### src/rtl/n_bit_grant_decoder_pkg.sv
// Shared types and helpers for the grant decoder.
package n_bit_grant_decoder_pkg;

    // Grant sequencing states.
    typedef enum logic [1:0] {
        IDLE  = 2'd0,
        GRANT = 2'd1,
        DRAIN = 2'd2
    } state_t;

    // Bits needed to index n items; at least one bit.
    function automatic int unsigned idx_width(input int unsigned n);
        return (n > 1) ? $clog2(n) : 1;
    endfunction

endpackage

### src/rtl/index_onehot_decoder.sv
// Combinational index-to-one-hot decoder with an in-range flag.
module index_onehot_decoder
    import n_bit_grant_decoder_pkg::*;
#(
    parameter int unsigned W_DATA = 32
) (
    input  logic [idx_width(W_DATA)-1:0] idx,
    output logic [W_DATA-1:0]            onehot_c,
    output logic                         valid_c
);

    // Out-of-range indices decode to all zeros with valid_c low.
    always_comb begin
        onehot_c = '0;
        valid_c  = (32'(idx) < W_DATA);
        for (int i = 0; i < W_DATA; i++) begin
            onehot_c[i] = (32'(idx) == 32'(i));
        end
    end

endmodule

### src/rtl/n_bit_grant_decoder.sv
// Grant decoder: turns an accepted winner index into a registered one-hot
// grant held until release. Optional watchdog revoke via GRANT_TIMEOUT_EN.
module n_bit_grant_decoder
    import n_bit_grant_decoder_pkg::*;
#(
    parameter int unsigned W_DATA   = 32,
    parameter int unsigned MAX_HOLD = 16
) (
    input  logic                         clk,
    input  logic                         rst,
    input  logic [idx_width(W_DATA)-1:0] idx_in,
    input  logic                         idx_valid,
    output logic                         idx_ready,
    input  logic [W_DATA-1:0]            release_in,
    output logic [W_DATA-1:0]            grant_onehot,
    output logic                         grant_active,
    output logic                         idx_err,
    output logic                         timeout
);

    localparam int unsigned CNT_W = idx_width(MAX_HOLD);
    localparam logic [CNT_W-1:0] CNT_MAX = CNT_W'(MAX_HOLD - 1);

    state_t             state_q, state_d;
    logic [CNT_W-1:0]   cnt_q, cnt_d;
    logic [W_DATA-1:0]  grant_d;
    logic               err_d;
    logic [W_DATA-1:0]  dec_onehot;
    logic               dec_valid;
`ifdef GRANT_TIMEOUT_EN
    logic               timeout_d;
`endif

    index_onehot_decoder #(
        .W_DATA   (W_DATA)
    ) u_dec (
        .idx      (idx_in),
        .onehot_c (dec_onehot),
        .valid_c  (dec_valid)
    );

    assign idx_ready = (state_q == IDLE);

    // State register.
    always_ff @(posedge clk) begin
        if (rst) begin
            state_q <= IDLE;
        end else begin
            state_q <= state_d;
        end
    end

    // Next-state and next-output logic.
    always_comb begin
        state_d = state_q;
        cnt_d   = cnt_q;
        grant_d = grant_onehot;
        err_d   = 1'b0;
`ifdef GRANT_TIMEOUT_EN
        timeout_d = 1'b0;
`endif
        case (state_q)
            IDLE: begin
                grant_d = '0;
                if (idx_valid) begin
                    if (dec_valid) begin
                        state_d = GRANT;
                        grant_d = dec_onehot;
                        cnt_d   = '0;
                    end else begin
                        err_d = 1'b1;
                    end
                end
            end
            GRANT: begin
                if (cnt_q != CNT_MAX) begin
                    cnt_d = cnt_q + CNT_W'(1);
                end
                // Only the granted line's release bit matters.
                if (|(release_in & grant_onehot)) begin
                    grant_d = '0;
                    state_d = DRAIN;
                end
`ifdef GRANT_TIMEOUT_EN
                else if (cnt_q == CNT_MAX) begin
                    grant_d   = '0;
                    state_d   = DRAIN;
                    timeout_d = 1'b1;
                end
`endif
            end
            DRAIN: begin
                grant_d = '0;
                state_d = IDLE;
            end
            default: begin
                grant_d = '0;
                state_d = IDLE;
            end
        endcase
    end

    // Registered outputs and hold counter.
    always_ff @(posedge clk) begin
        if (rst) begin
            cnt_q        <= '0;
            grant_onehot <= '0;
            grant_active <= 1'b0;
            idx_err      <= 1'b0;
        end else begin
            cnt_q        <= cnt_d;
            grant_onehot <= grant_d;
            grant_active <= |grant_d;
            idx_err      <= err_d;
        end
    end

`ifdef GRANT_TIMEOUT_EN
    // Watchdog revoke pulse.
    always_ff @(posedge clk) begin
        if (rst) begin
            timeout <= 1'b0;
        end else begin
            timeout <= timeout_d;
        end
    end
`else
    assign timeout = 1'b0;
`endif

endmodule
### config.mk
export PLATFORM = sky130hd
export DESIGN_NAME = n_bit_grant_decoder
export DESIGN_NICKNAME = d
export VERILOG_FILES = /design/src/rtl/n_bit_grant_decoder_pkg.sv /design/src/rtl/index_onehot_decoder.sv /design/src/rtl/n_bit_grant_decoder.sv
export SDC_FILE = /design/constraint.sdc
export NUM_CORES = 1
export LEC_CHECK = 0
export CAP_MARGIN = 10
export CORE_UTILIZATION = 36
export DETAILED_ROUTE_END_ITERATION = 6
export PLACE_DENSITY = 0.77
export SLEW_MARGIN = 20
export SYNTH_ARGS = -nofsm -noshare
export SYNTH_HDL_FRONTEND = slang
export SYNTH_SLANG_ARGS = --single-unit
### constraint.sdc
create_clock -name clk -period 1.69 [get_ports clk]
set_clock_uncertainty 0.2 [all_clocks]
set_input_delay 0.338 -clock clk [delete_from_list [all_inputs] [get_ports clk]]
set_output_delay 0.338 -clock clk [all_outputs]
set_load 0.01 [all_outputs]
Word level (Yosys, flattened, before mapping) --
Index checks and enable logic that the tools add are counted.
Operators by class: equality and inequality tests 34, multiplexer cells 6, bitwise operators 1, reduce and logical (&&, ||, !) cells 5
Operators by type and width (number):
- $eq 5x5->1 const B | 16
- $mux 32 | 2
- $pmux 32 s2 | 1
- $reduce_or 32->1 | 2
- $eq 5x4->1 const B | 8
- $and 32x32->32 | 1
- $eq 5x3->1 const B | 4
- $eq 5x2->1 const B | 2
- $eq 5x1->1 const B | 1
- $logic_not 5->1 | 1
- $mux 2 | 2
- $ne 2x2->1 const B | 2
- $pmux 2 s2 | 1
- $eq 2x1->1 const B | 1
- $logic_not 2->1 | 1
- $reduce_and 2->1 | 1
Word-level totals: register bits after elaboration 35

Logic depth before layout (Yosys ltp) --
depth in word-level cells 5, mapped depth 6, depth with buffers taken out 5

Cells and area by module --
Synthesis repeated with hierarchy kept, for this count alone.
Second synthesis, totals: cell total of the unflattened synthesis 182, area, all modules 1700.4 um2
By module, submodules not included:
- n_bit_grant_decoder | instances 1, cells each 133, area an instance 1467.7 um2
- index_onehot_decoder | instances 1, cells each 49, area an instance 232.7 um2

Worst setup path before layout --
No wires, ideal clock.
path kind reg-to-reg, start point register grant_onehot[12], end point register grant_onehot[11], arrival time 1.442 ns, data required time 1.413 ns, slack -0.029 ns, cell stages (with the launch flop) 6, clock period less this slack 1.719 ns, cell sequence dfxtp_1 > a222oi_1 > nor3b_2 > nand3b_2 > buf_6 > o22ai_1
On the way: word-level cells in the longest chain between the ends 4
RTL lines:
- from (decl) | line n_bit_grant_decoder.sv:15 | output logic [W_DATA-1:0] grant_onehot,
- from (signal assigned) | line n_bit_grant_decoder.sv:112 | grant_onehot <= grant_d;
- $and 32x32->32 | line n_bit_grant_decoder.sv:80 | if (|(release_in & grant_onehot)) begin
- $reduce_or 32->1 | line n_bit_grant_decoder.sv:80
- $mux 32 | line n_bit_grant_decoder.sv:80
- $pmux 32 s2 | line n_bit_grant_decoder.sv:62 | case (state_q)
Every way passes these cells. A chain may end at the register's enable or synchronous reset.

Worst setup path in the final report --
start point register grant_onehot[18], end point register grant_onehot[16]
Same word-level chain as after synthesis.

==> metrics.txt <==
Via Count 2002; failing checks negative setup slack; Slew Limit Fails 0; vias in the first global route 2049; Die Span Y 68.0 um; switching pwr 564 uW; Diodes inserted 0; Max clock buf depth 2; layout cell share with drive strength beyond 1 0.356; crit-path cells a22oi_1 -> nand4_1 -> nor3b_4 -> nand3b_4 -> o22ai_2; Initial DRT Pass Iterations 5; status complete, but fails checks; Synth Area in Simple Gates 0.273; Max VDD drop 0.000554 V; Final Cycle Share 1.08; # nets final 328; core area 4090 um^2; sequential area share after synthesis 0.446; DR iter-0 viols 173; cell area after layout 2960 um^2; power per cell area 691 nW/um^2; largest family of logic cells by synthesized area simple AND/OR/NAND/NOR gates; Hold Buf Count CTS 0; Sink Count 35; unrepaired setup endpoints after global routing yes; gr usage total 0.302; Util after Layout 0.724; cell family with most CP delay simple AND/OR/NAND/NOR gates; Int Power 1.48 mW; Final min period 1.83 ns; fill cell count 306; ANT nets after route 0; Root Buffer clkbuf_8; combinational share of power 0.205; mapped cell area 1570 um^2; Setup Crit Path Kind reg2reg; Post-Layout Cell Count 339; Mapped Cells 173; drt total wl 6.88 mm; Setup crit end kind flop; H-tree Lvls 2; Initial Util 0.384; mux contribution to synthesized area 0; largest net degree at the start of global routing 22; clock edge transition at the registers on the reported setup and hold paths 0.08 ns; DIE AREA 4630 um^2; synthesis-stage register bit count 35; port buffer count 73; area growth from synthesis to layout 88.4%; Fin. Hold Viols 0; CTS tree yes; WP data arrival 1.85 ns; most area-consuming cells after synthesis dfxtp_1, o22ai_1, nand3b_1; crit start category flop; leakage 1.28 nW; HP Class reg2reg; # setup viols final 22; Num CTS Buffers 5; f_max 0.546 GHz; gpl congestion 0.839; first-pass GRT wire length 10.0 mm; switching share of power 0.276; num ports 76; Die Width 68.0 um; CP Data Required Time 1.71 ns; fin worst setup slack -0.140 ns; Crit path buffers/inverters 0; Post-DP HPWL 4.29 mm; Seq pwr share 0.415; Clk pwr share 0.379; number of instances in the placed design 324; Synth Area in XOR/XNOR 0; Synth cell types 30; Yosys warnings 0; area share of the largest cell type after synthesis 0.446; largest fanout on the critical path 6; adder-cell share of the synthesized area 0; Max Cap Viol 0; Avg WL per Cell 20.3 um; CP peak stage delay 0.38 ns; initial antenna violation count 0; total grt overflow 0; Max stage delay cell, worst path nor3b_4; Mean Syn Cell Area 9.08 um^2; Synth Area in Compound Gates 0.212; worst skew pair latency 0.30 ns; vias per inst 5.91; DP Area 2590 um^2; row count 23; DRC 0; Yosys top cell by area dfxtp_1
[synthesized netlist by cell type (all sizes together)]
library cell	n
nor3b	1
and3	1
nor2b	1
nor2	6
nand4b	1
nor4	8
dfxtp	35
or3	1
nand4	4
clkbuf	5
nor3	1
o22ai	32
nand3	3
o21ai	1
conb	1
inv	12
a22oi	14
nand2	11
a222oi	1
nor4bb	1
nand3b	25
and3b	1
buf	6
or3b	1
[cell type report]
cell class	count	area [um^2]	area share
clock buffer	5	68.8	0.0233
multi-input combinational	117	1030	0.347
clock inverter	3	43.8	0.0148
timing repair buffer	117	1000	0.339
sequential	35	708	0.239
tap	50	62.6	0.0211
inverter	12	45.0	0.0152
[per-layer routing]
layer	up-vias	wire, um	track usage
met2	139	3240	0.501
met4	0	318	0.193
li1	895	-	-
met3	33	630	0.0567
met1	935	2690	0.353
met5	-	0	0
[flip-flops by register name, indices dropped and copies added (netlist names)]
signal	count
grant_active	1
grant_onehot	32
state_q	2
[cell usage in the layout, fill, tap and decap left out, drive strengths merged]
cell,instances
dlymetal6s2s,1
clkinv,2
o21ai,1
nor3,1
nor3b,1
and3,1
nor4bb,1
or3b,1
or3,1
clkbuf,5
nand3b,26
clkdlybuf4s50,8
inv,12
and3b,1
nand3,3
bufinv,1
buf,44
nand2,11
nor2,6
conb,2
nor4,8
a222oi,1
dlygate4sd2,64
nor2b,1
a22oi,14
dfxtp,35
nand4,4
nand4b,1
o22ai,32
[cells by family after synthesis]
group	Yosys count
AND/OR/NAND/NOR	66
flip-flops	35
other	1
buffers and inverters	23
AO/OA/AOI/OAI	48
[worst paths after layout]
path | from | end | slack (ns) | cells past startpoint
setup / recovery | grant_onehot[18] | grant_onehot[16] | -0.14 | 5
hold / removal | state_q[1] | state_q[1] | 0.25 | 1
setup reg to reg | grant_onehot[18] | grant_onehot[16] | -0.14 | 5
hold reg to reg | state_q[1] | state_q[1] | 0.25 | 1
[stage by stage]
stage / setup TNS, ns / setup WS (ns) / hold WS [ns] / total power [mW]
after floorplan: -0.0278 / -0.00534 / 0.211 / 1.01
after global placement: -14.74 / -0.529 / 0.231 / 1.19
after detailed placement: -16.21 / -0.601 / 0.241 / 1.20
after CTS: -0.610 / -0.0942 / 0.252 / 1.97
after global routing: -3.68 / -0.240 / 0.276 / 2.10
final: -1.65 / -0.140 / 0.251 / 2.04
[power by group through the flow]
| stage | registers, mW | clock network, mW | logic (mW) |
|---|---|---|---|
| after global placement | 0.867 | 0 | 0.322 |
| after detailed placement | 0.868 | 0 | 0.328 |
| after global routing | 0.851 | 0.807 | 0.439 |
| final | 0.849 | 0.776 | 0.420 |
| after floorplan | 0.871 | 0 | 0.136 |
| after CTS | 0.849 | 0.758 | 0.366 |
[what timing repair did]
item,4_1_cts,5_1_grt
resized for setup,94,29
cloned,4,0
endpoints found under the setup margin,68,36
setup buffers,3,0
pin swaps,30,17
[worst register-to-register path, delay by kind of cell (launching register included)]
family / cells / cell delay (ns)
compound gates: 2 / 0.41
flops: 1 / 0.34
simple gates: 3 / 0.80
No activity file was read; power rests on OpenSTA's default activity.
